File: src/rtl/iic_bus_arbiter_if.sv
// Bundle between the register-access requesters, the arbiter and the shared IIC byte engine.
//   Requester side : req, req_wr, req_dev, req_addr, req_wdata (in) / gnt, done, err, rdata (out)
//   Engine side    : iic_trig, w_r, device_id, addr, data_in (out) / busy, data_out (in)
// The master modport is taken by the arbiter, the slave modport by the surrounding logic.
interface iic_bus_arbiter_if #(
    parameter int N = 2
) ();
    logic [N-1:0]    req;
    logic [N-1:0]    req_wr;
    logic [8*N-1:0]  req_dev;
    logic [16*N-1:0] req_addr;
    logic [8*N-1:0]  req_wdata;
    logic [N-1:0]    gnt;
    logic [N-1:0]    done;
    logic [N-1:0]    err;
    logic [7:0]      rdata;
    logic            iic_trig;
    logic            w_r;
    logic [7:0]      device_id;
    logic [15:0]     addr;
    logic [7:0]      data_in;
    logic            busy;
    logic [7:0]      data_out;

    modport master (
        input  req, req_wr, req_dev, req_addr, req_wdata, busy, data_out,
        output gnt, done, err, rdata, iic_trig, w_r, device_id, addr, data_in
    );

    modport slave (
        output req, req_wr, req_dev, req_addr, req_wdata, busy, data_out,
        input  gnt, done, err, rdata, iic_trig, w_r, device_id, addr, data_in
    );
endinterface

File: src/rtl/iic_bus_arbiter.sv
// Round-robin arbiter sharing one IIC byte engine between N register-access requesters.
// One register byte is transferred per grant; the owner gets done (plus err on timeout)
// and, for reads, the byte on rdata.
// Ports:
//   clk  - system clock, all logic on posedge
//   rst  - asynchronous active-high reset
//   bus  - iic_bus_arbiter_if.master: requester handshake (req/gnt/done/err/rdata)
//          and engine command/status (iic_trig/w_r/device_id/addr/data_in/busy/data_out)
module iic_bus_arbiter #(
    parameter int N       = 2,
    parameter int TMO_CYC = 100000
) (
    input  logic              clk,
    input  logic              rst,
    iic_bus_arbiter_if.master bus
);
    localparam int CW = (TMO_CYC > 2) ? $clog2(TMO_CYC) : 1;
    localparam int PW = (N > 2) ? $clog2(N) : 1;
    localparam logic [CW-1:0] TMO_LAST = CW'(TMO_CYC - 1);

    localparam logic [2:0] S_IDLE  = 3'd0;
    localparam logic [2:0] S_TRIG  = 3'd1;
    localparam logic [2:0] S_WAITB = 3'd2;
    localparam logic [2:0] S_RUN   = 3'd3;
    localparam logic [2:0] S_FIN   = 3'd4;

    logic [2:0]    state;
    logic [PW-1:0] rr_ptr;
    logic [PW-1:0] owner;
    logic [CW-1:0] tmo_cnt;
    logic          busy_d;

    logic          pick_vld;
    logic [PW-1:0] pick_idx;
    logic [PW-1:0] cand;
    logic [N-1:0]  pick_oh;
    logic          sel_wr;
    logic [7:0]    sel_dev;
    logic [15:0]   sel_addr;
    logic [7:0]    sel_wdata;

    // Search from rr_ptr upward with wrap; the first pending requester wins.
    always_comb begin
        pick_vld = 1'b0;
        pick_idx = '0;
        pick_oh  = '0;
        cand     = '0;
        for (int i = 0; i < N; i++) begin
            cand = PW'((int'(rr_ptr) + i) % N);
            if (!pick_vld && bus.req[cand]) begin
                pick_vld      = 1'b1;
                pick_idx      = cand;
                pick_oh[cand] = 1'b1;
            end
        end
    end

    always_comb begin
        sel_wr    = 1'b1;
        sel_dev   = '0;
        sel_addr  = '0;
        sel_wdata = '0;
        for (int i = 0; i < N; i++) begin
            if (pick_idx == PW'(i)) begin
                sel_wr    = bus.req_wr[i];
                sel_dev   = bus.req_dev[8*i +: 8];
                sel_addr  = bus.req_addr[16*i +: 16];
                sel_wdata = bus.req_wdata[8*i +: 8];
            end
        end
    end

    always_ff @(posedge clk or posedge rst) begin
        if (rst) begin
            state         <= S_IDLE;
            rr_ptr        <= '0;
            owner         <= '0;
            tmo_cnt       <= '0;
            busy_d        <= 1'b0;
            bus.gnt       <= '0;
            bus.done      <= '0;
            bus.err       <= '0;
            bus.rdata     <= '0;
            bus.iic_trig  <= 1'b0;
            bus.w_r       <= 1'b1;
            bus.device_id <= '0;
            bus.addr      <= '0;
            bus.data_in   <= '0;
        end else begin
            busy_d       <= bus.busy;
            bus.iic_trig <= 1'b0;
            bus.done     <= '0;
            bus.err      <= '0;
            case (state)
                S_IDLE: begin
                    // Engine fields only change here, so they stay stable for the whole grant.
                    if (pick_vld) begin
                        owner         <= pick_idx;
                        bus.gnt       <= pick_oh;
                        bus.w_r       <= sel_wr;
                        bus.device_id <= sel_dev;
                        bus.addr      <= sel_addr;
                        bus.data_in   <= sel_wdata;
                        state         <= S_TRIG;
                    end
                end
                S_TRIG: begin
                    bus.iic_trig <= 1'b1;
                    tmo_cnt      <= '0;
                    state        <= S_WAITB;
                end
                S_WAITB: begin
                    // A busy that is already high (stale) is accepted; RUN then waits for its fall.
                    if (bus.busy) begin
                        tmo_cnt <= '0;
                        state   <= S_RUN;
                    end else if (tmo_cnt == TMO_LAST) begin
                        bus.done <= bus.gnt;
                        bus.err  <= bus.gnt;
                        state    <= S_FIN;
                    end else begin
                        tmo_cnt <= tmo_cnt + 1'b1;
                    end
                end
                S_RUN: begin
                    if (busy_d && !bus.busy) begin
                        if (!bus.w_r) begin
                            bus.rdata <= bus.data_out;
                        end
                        bus.done <= bus.gnt;
                        state    <= S_FIN;
                    end else if (tmo_cnt == TMO_LAST) begin
                        bus.done <= bus.gnt;
                        bus.err  <= bus.gnt;
                        state    <= S_FIN;
                    end else begin
                        tmo_cnt <= tmo_cnt + 1'b1;
                    end
                end
                S_FIN: begin
                    // Advancing past the owner lets every other pending requester go first.
                    bus.gnt <= '0;
                    rr_ptr  <= PW'((int'(owner) + 1) % N);
                    state   <= S_IDLE;
                end
                default: begin
                    state <= S_IDLE;
                end
            endcase
        end
    end
endmodule

File: src/flat_wrapper.sv
// flat-port wrapper written by rule: the top's interface ports become plain ports
module iic_bus_arbiter_flat 
#(
    parameter int N       = 2,
    parameter int TMO_CYC = 100000
)
  (clk, rst, bus_req, bus_req_wr, bus_req_dev, bus_req_addr, bus_req_wdata, bus_busy, bus_data_out, bus_gnt, bus_done, bus_err, bus_rdata, bus_iic_trig, bus_w_r, bus_device_id, bus_addr, bus_data_in);
  iic_bus_arbiter_if #(.N(N)) bus_i ();
  input  logic clk;
  input  logic rst;
  input wire logic [$bits(bus_i.req)-1:0] bus_req;
  input wire logic [$bits(bus_i.req_wr)-1:0] bus_req_wr;
  input wire logic [$bits(bus_i.req_dev)-1:0] bus_req_dev;
  input wire logic [$bits(bus_i.req_addr)-1:0] bus_req_addr;
  input wire logic [$bits(bus_i.req_wdata)-1:0] bus_req_wdata;
  input wire logic [$bits(bus_i.busy)-1:0] bus_busy;
  input wire logic [$bits(bus_i.data_out)-1:0] bus_data_out;
  output wire logic [$bits(bus_i.gnt)-1:0] bus_gnt;
  output wire logic [$bits(bus_i.done)-1:0] bus_done;
  output wire logic [$bits(bus_i.err)-1:0] bus_err;
  output wire logic [$bits(bus_i.rdata)-1:0] bus_rdata;
  output wire logic [$bits(bus_i.iic_trig)-1:0] bus_iic_trig;
  output wire logic [$bits(bus_i.w_r)-1:0] bus_w_r;
  output wire logic [$bits(bus_i.device_id)-1:0] bus_device_id;
  output wire logic [$bits(bus_i.addr)-1:0] bus_addr;
  output wire logic [$bits(bus_i.data_in)-1:0] bus_data_in;
  assign bus_i.req = bus_req;
  assign bus_i.req_wr = bus_req_wr;
  assign bus_i.req_dev = bus_req_dev;
  assign bus_i.req_addr = bus_req_addr;
  assign bus_i.req_wdata = bus_req_wdata;
  assign bus_i.busy = bus_busy;
  assign bus_i.data_out = bus_data_out;
  assign bus_gnt = bus_i.gnt;
  assign bus_done = bus_i.done;
  assign bus_err = bus_i.err;
  assign bus_rdata = bus_i.rdata;
  assign bus_iic_trig = bus_i.iic_trig;
  assign bus_w_r = bus_i.w_r;
  assign bus_device_id = bus_i.device_id;
  assign bus_addr = bus_i.addr;
  assign bus_data_in = bus_i.data_in;
  iic_bus_arbiter #(.N(N), .TMO_CYC(TMO_CYC)) u_core (.clk(clk), .rst(rst), .bus(bus_i));
endmodule
File: config.mk
export PLATFORM = sky130hd
export DESIGN_NAME = iic_bus_arbiter_flat
export DESIGN_NICKNAME = d
export VERILOG_FILES = /design/src/rtl/iic_bus_arbiter_if.sv /design/src/rtl/iic_bus_arbiter.sv /design/src/flat_wrapper.sv
export SDC_FILE = /design/constraint.sdc
export NUM_CORES = 1
export LEC_CHECK = 0
export BUFFER_PORTS_ARGS = -buffer_cell sky130_fd_sc_hd__buf_2
export CAP_MARGIN = 30
export CORE_ASPECT_RATIO = 0.7
export CORE_MARGIN = 2
export CORE_UTILIZATION = 45
export DETAILED_ROUTE_END_ITERATION = 8
export GPL_ROUTABILITY_DRIVEN = 0
export GPL_TIMING_DRIVEN = 0
export MAX_ROUTING_LAYER = met4
export PLACE_DENSITY_LB_ADDON = 0.05
export SYNTH_ARGS = -nofsm -noshare
export SYNTH_HDL_FRONTEND = slang
export SYNTH_SLANG_ARGS = --single-unit
File: constraint.sdc
create_clock -name clk -period 3.5 [get_ports clk]
set_input_delay 0.35 -clock clk [delete_from_list [all_inputs] [get_ports clk]]
set_output_delay 0.35 -clock clk [all_outputs]
set_load 0.03 [all_outputs]
==> results of run 1 <==
-- layout by cell type, fill, tap and decap left out, types with 8 or more instances in the layout --
| master | n |
|---|---|
| mux2_2 | 8 |
| clkbuf_8 | 11 |
| nand2_1 | 19 |
| buf_2 | 136 |
| nand3_1 | 10 |
| nor2_1 | 38 |
| mux2i_1 | 33 |
| o21ai_0 | 11 |
| a21oi_1 | 47 |
| dfrtp_1 | 70 |
-- critical path, stage by stage (launching register included) --
cell and delay, ns:
dfrtp_1 0.41, ha_1 0.24, and4_1 0.19, and4_1 0.23, buf_4 0.18, o311ai_0 0.31, o41ai_1 0.13
-- per-stage QoR --
stage / util / std cells
after floorplan: - / 332
after global placement: 0.569 / 556
after detailed placement: 0.569 / 556
after CTS: 0.604 / 572
after global routing: 0.604 / 572
final: 0.604 / 572
-- worst paths after layout --
path,start,end,slack [ns]
worst min register to register,u_core.owner,u_core.rr_ptr,0.46
worst max-delay path,u_core.tmo_cnt[0],u_core.tmo_cnt[3],1.67
min in group asynchronous,rst,u_core.bus.rdata[2],0.19
worst min-delay path,bus_busy,u_core.busy_d,0.18
max in group asynchronous,rst,u_core.bus.addr[15],2.77
worst max register to register,u_core.tmo_cnt[0],u_core.tmo_cnt[3],1.67
-- cell families after synthesis --
kind of cell / count (synthesis)
simple gates: 111
compound gates: 82
buf+inv: 26
fa+ha+maj: 1
flops: 71
mux: 41
-- power groups by stage --
stage	sequential [mW]	clock (mW)	combinational (mW)
floorplan	1.78	0	0.634
CTS	1.28	0.836	1.62
detailed placement	1.30	0	1.62
finish	1.29	0.815	1.60
global placement	1.28	0	1.60
global route	1.32	0.873	1.75
-- registers in the layout, summed over array words and instances, names as in the netlist --
register              cells
u_core.bus.addr          16
u_core.bus.data_in        8
u_core.bus.device_id      8
u_core.bus.done           2
u_core.bus.err            2
u_core.bus.gnt            2
u_core.bus.iic_trig       1
u_core.bus.rdata          8
u_core.bus.w_r            1
u_core.busy_d             1
u_core.owner              1
u_core.rr_ptr             1
u_core.state              3
u_core.tmo_cnt           17
-- per-layer routing --
| metal | vias to the layer above | part of all wire | track usage |
|---|---|---|---|
| met5 | - | 0 | - |
| met4 | 0 | 0.0069 | 0.0577 |
| met3 | 4 | 0.073 | 0.0527 |
| met2 | 100 | 0.43 | 0.293 |
| met1 | 1392 | 0.50 | 0.302 |
| li1 | 1483 | - | - |
-- area by class of cell --
cell class	instances	area, µm²	share of cell area
timing repair buffer	126	631	0.142
buffer	20	106	0.0239
clock inverter	5	104	0.0234
sequential	71	1780	0.400
multi-input combinational	235	1520	0.343
clock buffer	11	151	0.0341
inverter	6	25.0	0.00563
tap	98	123	0.0276
==> impl_metrics.py, run 1 <==
metrics = {
    "power_and_ir_drop": {
        "cellLeakagePower_nw": 2.23,
        "power_mw": 3.70,
        "p_int_mw": 2.15,
        "p_sw_mw": 1.55,
        "sw_frac_of_total": 0.419,
        "p_clk_frac": 0.220,
        "combPwrFrac": 0.432,
        "sequentialPowerShare": 0.347,
        "irDropWorstVdd_v": 0.000451,
        "p_per_area_mw_per_mm2": 833,
    },
    "clock_tree": {
        "cts_buffer_depth": 2,
        "clock_sinks": 71,
        "post_cts_buffers": 0,
        "worst_setup_hold_path_clk_slew_ns": 0.07,
        "clkLatencyLatePin_ns": 0.34,
        "cts_buffers": 9,
        "ctsHoldBuffers": 0,
        "htree_levels": 3,
        "cts_resized": 0,
        "root_buffer": "clkbuf_8",
        "cts_tree": "done",
    },
    "die": {
        "rows": 26,
        "dieArea_mm2": 0.00835,
        "dieHeight_um": 77.1,
        "core-area_mm2": 0.00735,
        "die-width_um": 108,
        "io_pins": 127,
        "start_util": 0.467,
    },
    "global_routing": {
        "grt.overflow.total": 0,
        "antenna_found_initial": 0,
        "grt_pass1_vias": 2723,
        "grt_max_degree": 72,
        "track_usage": 0.209,
        "grt_pass1_wl_mm": 13.2,
    },
    "synth": {
        "synth_flop_cell": "dfrtp_1",
        "yosysUniqueCellTypes": 41,
        "async_reset_ff_frac": 1.00,
        "synth.net_count": 412,
        "yosys-mux-area-fraction": 0.123,
        "synth_simple_gate_area_frac": 0.177,
        "synthTopCellsByArea": "dfrtp_1 51%, mux2i_1 9.6%, a21oi_1 6.9%",
        "synth_top_area_cell": "dfrtp_1",
        "syn_inst": 332,
        "synth_xor_area_frac": 0,
        "synth_top_family_by_area": "simple AND/OR/NAND/NOR gates",
        "syn-cell-area_mm2": 0.00343,
        "synth_common_cells": "70 x dfrtp_1, 47 x a21oi_1, 38 x nor2_1",
        "synth_seq_area_share": 0.518,
        "synth-edff-count": 0,
        "yosys_warnings": 0,
        "synth.most_common_cell": "dfrtp_1",
        "synth_adder_area_share": 0.00365,
        "synth_seq_cells": 71,
        "avgSynthCellArea_um2": 10.3,
        "synth-compound-area-share": 0.142,
        "synth.top_cell.area_share": 0.511,
    },
    "drt": {
        "first_pass_iters": 4,
        "routedWlPerCell_um": 14.5,
        "vias": 2979,
        "drc": 0,
        "ant_nets": 0,
        "drtIter0Drc": 140,
        "avgViaCountPerCell": 5.21,
        "routed_wl_mm": 8.28,
    },
    "timing": {
        "setup_viol": 0,
        "worst_pin_slew_ns": 0.846,
        "fin_tns_setup_ns": 0,
        "fin_skew_ns": 0.00927,
        "timing.hold.ws_ns": 0.178,
        "rsz0062_at_grt": "false",
        "finalHoldViolCount": 0,
        "relSlewSlack": 0.436,
        "finalMaxSlewViolations": 0,
        "post-route-period-util": 0.522,
        "fin_crit_ns": 1.83,
        "fmax_mhz": 547,
        "setup_slack_ns": 1.67,
    },
    "final_layout": {
        "antenna_cells": 0,
        "fill_cells": 652,
        "stdcell_area_mm2": 0.00444,
        "nets": 549,
        "area_growth_pct": 29.5,
        "drive_above_1_share": 0.365,
    },
    "setup_path": {
        "crit_required_ns": 3.70,
        "reg2regPathDepth": 6,
        "crit_arrival_ns": 2.03,
        "cp-end-kind": "flip-flop",
        "cp-start-kind": "flip-flop",
        "worstSetupPathType": "flip-flop to flip-flop",
        "critical_path.max_fanout": 10,
    },
    "worst_hold_path": {
        "hold_path.class": "primary input to flip-flop",
        "worstHoldPathCells": 1,
    },
    "placed_design": {
        "post-place-ws_ns": 1.68,
        "dp_hpwl_mm": 6.17,
        "port_buffers": 126,
        "place_area_mm2": 0.00419,
    },
    "job": {
        "maxCapViolCount": 0,
    },
    "status": {
        "outcome": "completed",
    },
}
(Power assumes the default switching activity.)
==> inputs of run 2 (changes only) <==
==> constraint.sdc (replaced) <==
create_clock -name clk -period 1.9 [get_ports clk]
set_input_delay 0.19 -clock clk [delete_from_list [all_inputs] [get_ports clk]]
set_output_delay 0.19 -clock clk [all_outputs]
set_load 0.03 [all_outputs]
==> run 2 against run 1 <==
- register-to-register slack worse by 1.6 ns
- count of clock-buffer cells in the layout stayed put
- cell area is 0.14% higher
- critical endpoint is now u_core.tmo_cnt[2]
- largest power group unchanged
- power is 78% higher
- fmax is 1.6% higher
- hold slack worse by 0.15 ns
- utilization is 0.085 points higher
==> impl_metrics.py, run 2 (synthesized netlist as in run 1, its figures left out) <==
metrics = {
    "status": {
        "outcome": "completed",
    },
    "drt": {
        "drtIter0Drc": 144,
        "routed_wl_mm": 8.81,
        "first_pass_iters": 4,
        "drc": 0,
        "vias": 3043,
        "routedWlPerCell_um": 15.3,
        "ant_nets": 0,
        "avgViaCountPerCell": 5.28,
    },
    "setup_path": {
        "cp-end-kind": "flip-flop",
        "max_stage_delay_ns": 0.41,
        "rr_startpoint": "u_core.tmo_cnt[0]",
        "r2r-end": "u_core.tmo_cnt[2]",
        "critical_path.max_fanout": 10,
        "crit_end": "u_core.tmo_cnt[2]",
        "cp-start-kind": "flip-flop",
        "crit_top_cell": "and4_1",
        "cp_slowest_cell": "dfrtp_1",
        "reg2regPathDepth": 6,
        "crit_start": "u_core.tmo_cnt[0]",
        "r2r_setup_slack_ns": 0.10,
        "crit_chain": "ha_1, and4_1, and4_1, buf_4, o311ai_1, o41ai_1",
        "worstSetupPathType": "flip-flop to flip-flop",
        "crit_required_ns": 2.11,
        "cp_top_family": "simple AND/OR/NAND/NOR gates",
        "crit_arrival_ns": 2.01,
        "crit_buf_inv": 1,
        "worst-path-stages": 6,
    },
    "die": {
        "start_util": 0.467,
        "die-width_um": 108,
        "dieArea_mm2": 0.00835,
        "rows": 26,
        "dieHeight_um": 77.1,
        "core-area_mm2": 0.00735,
        "io_pins": 127,
    },
    "power_and_ir_drop": {
        "cellLeakagePower_nw": 2.21,
        "p_per_area_mw_per_mm2": 1480,
        "irDropWorstVdd_v": 0.000739,
    },
    "final_layout": {
        "final_common_cell": "buf_2",
        "largest_reg_flops": 17,
        "antenna_cells": 0,
        "reg_top3": "u_core.tmo_cnt (17), u_core.bus.addr (16)",
        "nets": 553,
        "layout_common_cells": "133 x buf_2, 70 x dfrtp_1, 47 x a21oi_1",
        "fill_cells": 661,
        "largest-register": "u_core.tmo_cnt",
        "drive_above_1_share": 0.374,
        "area_growth_pct": 29.7,
    },
    "timing": {
        "fin_tns_setup_ns": 0,
        "fin_crit_ns": 1.80,
        "finalHoldViolCount": 0,
        "worst_pin_slew_ns": 0.884,
        "post-route-period-util": 0.947,
        "finalMaxSlewViolations": 0,
        "relSlewSlack": 0.409,
        "fmax_mhz": 556,
        "setup_viol": 0,
        "fin_skew_ns": 0.00843,
        "rsz0062_at_grt": "false",
        "timing.hold.ws_ns": 0.0244,
    },
    "clock_tree": {
        "cts_buffer_depth": 2,
        "worst_setup_hold_path_clk_slew_ns": 0.07,
        "clock_sinks": 71,
        "clkLatencyLatePin_ns": 0.34,
        "root_buffer": "clkbuf_8",
        "htree_levels": 3,
        "cts_buffers": 9,
        "cts_tree": "done",
    },
    "worst_hold_path": {
        "hold_path.class": "primary input to async pin",
    },
    "global_routing": {
        "track_usage": 0.223,
        "grt.overflow.total": 0,
        "grt_pass1_wl_mm": 14.0,
        "grt_pass1_vias": 2805,
        "grt_max_degree": 40,
        "antenna_found_initial": 0,
    },
    "job": {
        "maxCapViolCount": 0,
    },
    "placed_design": {
        "port_buffers": 126,
        "dp_hpwl_mm": 6.51,
    },
}
[run 2: area by class of cell]
cell class | instances | area [µm²] | share of cell area
clock buffers | 11 | 141 | 0.0318
well taps | 98 | 123 | 0.0276
plain buffers | 20 | 118 | 0.0264
clock inverters | 5 | 57.6 | 0.0129
inverters | 6 | 26.3 | 0.00591
flip-flops and latches | 71 | 1780 | 0.400
repair buffers | 130 | 676 | 0.152
multi-input cells | 235 | 1530 | 0.344
[run 2: worst min path at each step]
| stage | start | endpoint | cells past startpoint |
|---|---|---|---|
| final | rst | u_core.bus.rdata[3] | 2 |
| after global routing | bus_data_out[1] | u_core.bus.rdata[1] | 2 |
| after CTS | rst | u_core.bus.rdata[3] | 2 |
| after detailed placement | bus_busy | u_core.busy_d | 1 |
| after global placement | bus_busy | u_core.busy_d | 1 |
| after floorplan | bus_busy | u_core.busy_d | 0 |
[run 2: power by group]
part	switching [mW]	internal (mW)	total, mW
sequential	0.302	2.06	2.36
combinational	2.03	0.989	3.02
clock	0.570	0.640	1.21
total	2.91	3.69	6.59
[run 2: what timing repair did]
item,in CTS,in global routing
setup endpoints to repair,0,53
buffers inserted,0,2
hold endpoints to repair,1,0
resized for setup,0,12
hold buffers,1,0
[run 2: metal layers]
| metal | GRT usage | up-vias | part of all wire |
|---|---|---|---|
| li1 | - | 1487 | - |
| met1 | 0.322 | 1431 | 0.48 |
| met2 | 0.311 | 114 | 0.43 |
| met3 | 0.0519 | 11 | 0.071 |
| met4 | 0.0705 | 0 | 0.016 |
| met5 | - | - | 0 |
[run 2: per-stage QoR]
step           cell area (µm²)  std cells  worst slack [ns]   util  power, mW
3_5_place_dp              4210        557            0.0684  0.572       5.39
4_1_cts                   4420        574            0.0428  0.601       6.61
2_1_floorplan             3430        332             0.285      -       4.45
5_1_grt                   4450        576           0.00825  0.605       7.03
3_3_place_gp              4190        556             0.107  0.570       5.31
6_report                  4450        576             0.100  0.605       6.59
==> inputs of run 3 (changes only) <==
--- a/config.mk
+++ b/config.mk
@@ -5,11 +5,11 @@
 export SDC_FILE = /design/constraint.sdc
 export NUM_CORES = 1
 export LEC_CHECK = 0
-export BUFFER_PORTS_ARGS = -buffer_cell sky130_fd_sc_hd__buf_2
+export BUFFER_PORTS_ARGS = -buffer_cell sky130_fd_sc_hd__buf_4
 export CAP_MARGIN = 30
 export CORE_ASPECT_RATIO = 0.7
 export CORE_MARGIN = 2
-export CORE_UTILIZATION = 45
+export CORE_UTILIZATION = 35
 export DETAILED_ROUTE_END_ITERATION = 8
 export GPL_ROUTABILITY_DRIVEN = 0
 export GPL_TIMING_DRIVEN = 0
==> run 3 against run 2 <==
- sequential cell count did not move
- die area up 27%
- utilization is 9.5 points lower
- routed wire length up 5.8%
- count of clock-buffer cells in the layout is 1 lower
- clock skew is 0.0021 ns lower
- critical path type unchanged
==> impl_metrics.py, run 3 (synthesized netlist as in run 1, its figures left out) <==
metrics = {
    "status": {
        "outcome": "completed",
    },
    "die": {
        "dieHeight_um": 86.8,
        "dieArea_mm2": 0.0106,
        "rows": 30,
        "io_pins": 127,
        "start_util": 0.357,
        "core-area_mm2": 0.00961,
        "die-width_um": 122,
    },
    "placed_design": {
        "dp_hpwl_mm": 7.01,
        "dp.cells": 587,
        "port_buffers": 126,
    },
    "final_layout": {
        "layout_common_cells": "134 x buf_4, 70 x dfrtp_1, 47 x a21oi_1",
        "nets": 554,
        "final_util": 0.510,
        "final_cells": 607,
        "largest_reg_flops": 17,
        "reg_top3": "u_core.tmo_cnt (17), u_core.bus.addr (16)",
        "largest-register": "u_core.tmo_cnt",
        "antenna_cells": 0,
        "drive_above_1_share": 0.374,
        "final_common_cell": "buf_4",
        "area_growth_pct": 42.9,
    },
    "setup_path": {
        "worstSetupPathType": "flip-flop to flip-flop",
        "r2r-end": "u_core.bus.err[0]",
        "rr_startpoint": "u_core.tmo_cnt[11]",
        "reg2regPathDepth": 5,
        "cp-start-kind": "flip-flop",
        "crit_arrival_ns": 2.07,
        "cp-end-kind": "flip-flop",
        "critical_path.max_fanout": 10,
        "r2r_setup_slack_ns": 0.09,
        "crit_required_ns": 2.16,
    },
    "global_routing": {
        "grt.overflow.total": 0,
        "track_usage": 0.183,
        "grt_pass1_wl_mm": 14.3,
        "grt_pass1_vias": 2795,
        "antenna_found_initial": 0,
        "grt_max_degree": 38,
    },
    "clock_tree": {
        "cts_buffer_depth": 2,
        "htree_levels": 3,
        "clkLatencyLatePin_ns": 0.33,
        "clock_sinks": 71,
        "root_buffer": "clkbuf_16",
        "worst_setup_hold_path_clk_slew_ns": 0.06,
        "cts_buffers": 9,
        "cts_tree": "done",
    },
    "power_and_ir_drop": {
        "irDropWorstVdd_v": 0.000640,
        "cellLeakagePower_nw": 2.38,
        "p_per_area_mw_per_mm2": 1500,
    },
    "worst_hold_path": {
        "hold_path.class": "primary input to async pin",
    },
    "drt": {
        "routedWlPerCell_um": 15.4,
        "drtIter0Drc": 190,
        "first_pass_iters": 4,
        "avgViaCountPerCell": 5.06,
        "routed_wl_mm": 9.32,
        "drc": 0,
        "vias": 3069,
        "ant_nets": 0,
    },
    "timing": {
        "fin_tns_setup_ns": 0,
        "post-route-period-util": 0.951,
        "rsz0062_at_grt": "false",
        "worst_pin_slew_ns": 0.782,
        "fmax_mhz": 553,
        "finalMaxSlewViolations": 0,
        "setup_viol": 0,
        "finalHoldViolCount": 0,
        "relSlewSlack": 0.478,
        "fin_crit_ns": 1.81,
        "fin_skew_ns": 0.00629,
    },
    "job": {
        "maxCapViolCount": 0,
    },
}
## run 3: worst max path at each step
stage                        from                      end  slack [ns]  cells past startpoint
3_5_place_dp      u_core.state[1]  u_core.bus.device_id[3]        0.07                      6
3_3_place_gp      u_core.state[1]      u_core.bus.addr[15]         0.1                      6
4_1_cts           u_core.state[1]  u_core.bus.device_id[3]        0.05                      6
2_1_floorplan   u_core.tmo_cnt[0]        u_core.tmo_cnt[2]        0.28                      6
5_1_grt        u_core.tmo_cnt[11]        u_core.bus.err[1]       0.001                      5
6_report       u_core.tmo_cnt[11]        u_core.bus.err[0]        0.09                      5
## run 3: what timing repair did
action,4_1_cts,5_1_grt
resized for setup,0,6
buffers inserted,0,3
hold buffers,1,0
endpoints found under the hold margin,1,0
endpoints found under the setup margin,0,33
## run 3: per-stage QoR
| stage | hold WS [ns] | total power, mW | cell area, µm² | setup slack, ns |
|---|---|---|---|---|
| floorplan | 0.221 | 4.45 | 3430 | 0.285 |
| global placement | 0.340 | 5.68 | 4540 | 0.0997 |
| detailed placement | 0.339 | 5.73 | 4560 | 0.0664 |
| CTS | 0.0201 | 7.42 | 4870 | 0.0543 |
| global route | 0.0457 | 7.83 | 4900 | 0.00131 |
| finish | 0.00142 | 7.37 | 4900 | 0.0928 |
## run 3: worst max-delay path: stages, from the launching register on
cell     delay, ns
dfrtp_1       0.43
nor4_2        0.46
and4_1        0.30
buf_4         0.19
and4b_1       0.21
and2_1        0.14
## run 3: routing by layer
layer | GRT usage | share of wire | up-vias
li1 | - | - | 1495
met1 | 0.261 | 0.48 | 1457
met2 | 0.250 | 0.43 | 104
met3 | 0.0493 | 0.069 | 13
met4 | 0.0575 | 0.015 | 0
met5 | - | 0 | -
## run 3: final cells by class
type,instances,area (µm²)
multi-input combinational,235,1530
tap,128,160
inverter,6,26.3
clock buffer,10,239
fill,923,4710
buffer,20,113
timing repair buffer,131,998
clock inverter,6,60.1
sequential,71,1780
## run 3: where the power goes
group,internal [mW],switching [mW]
Clock,1.04,0.616
Sequential,2.06,0.316
Combinational,1.28,2.05
Total,4.39,2.98
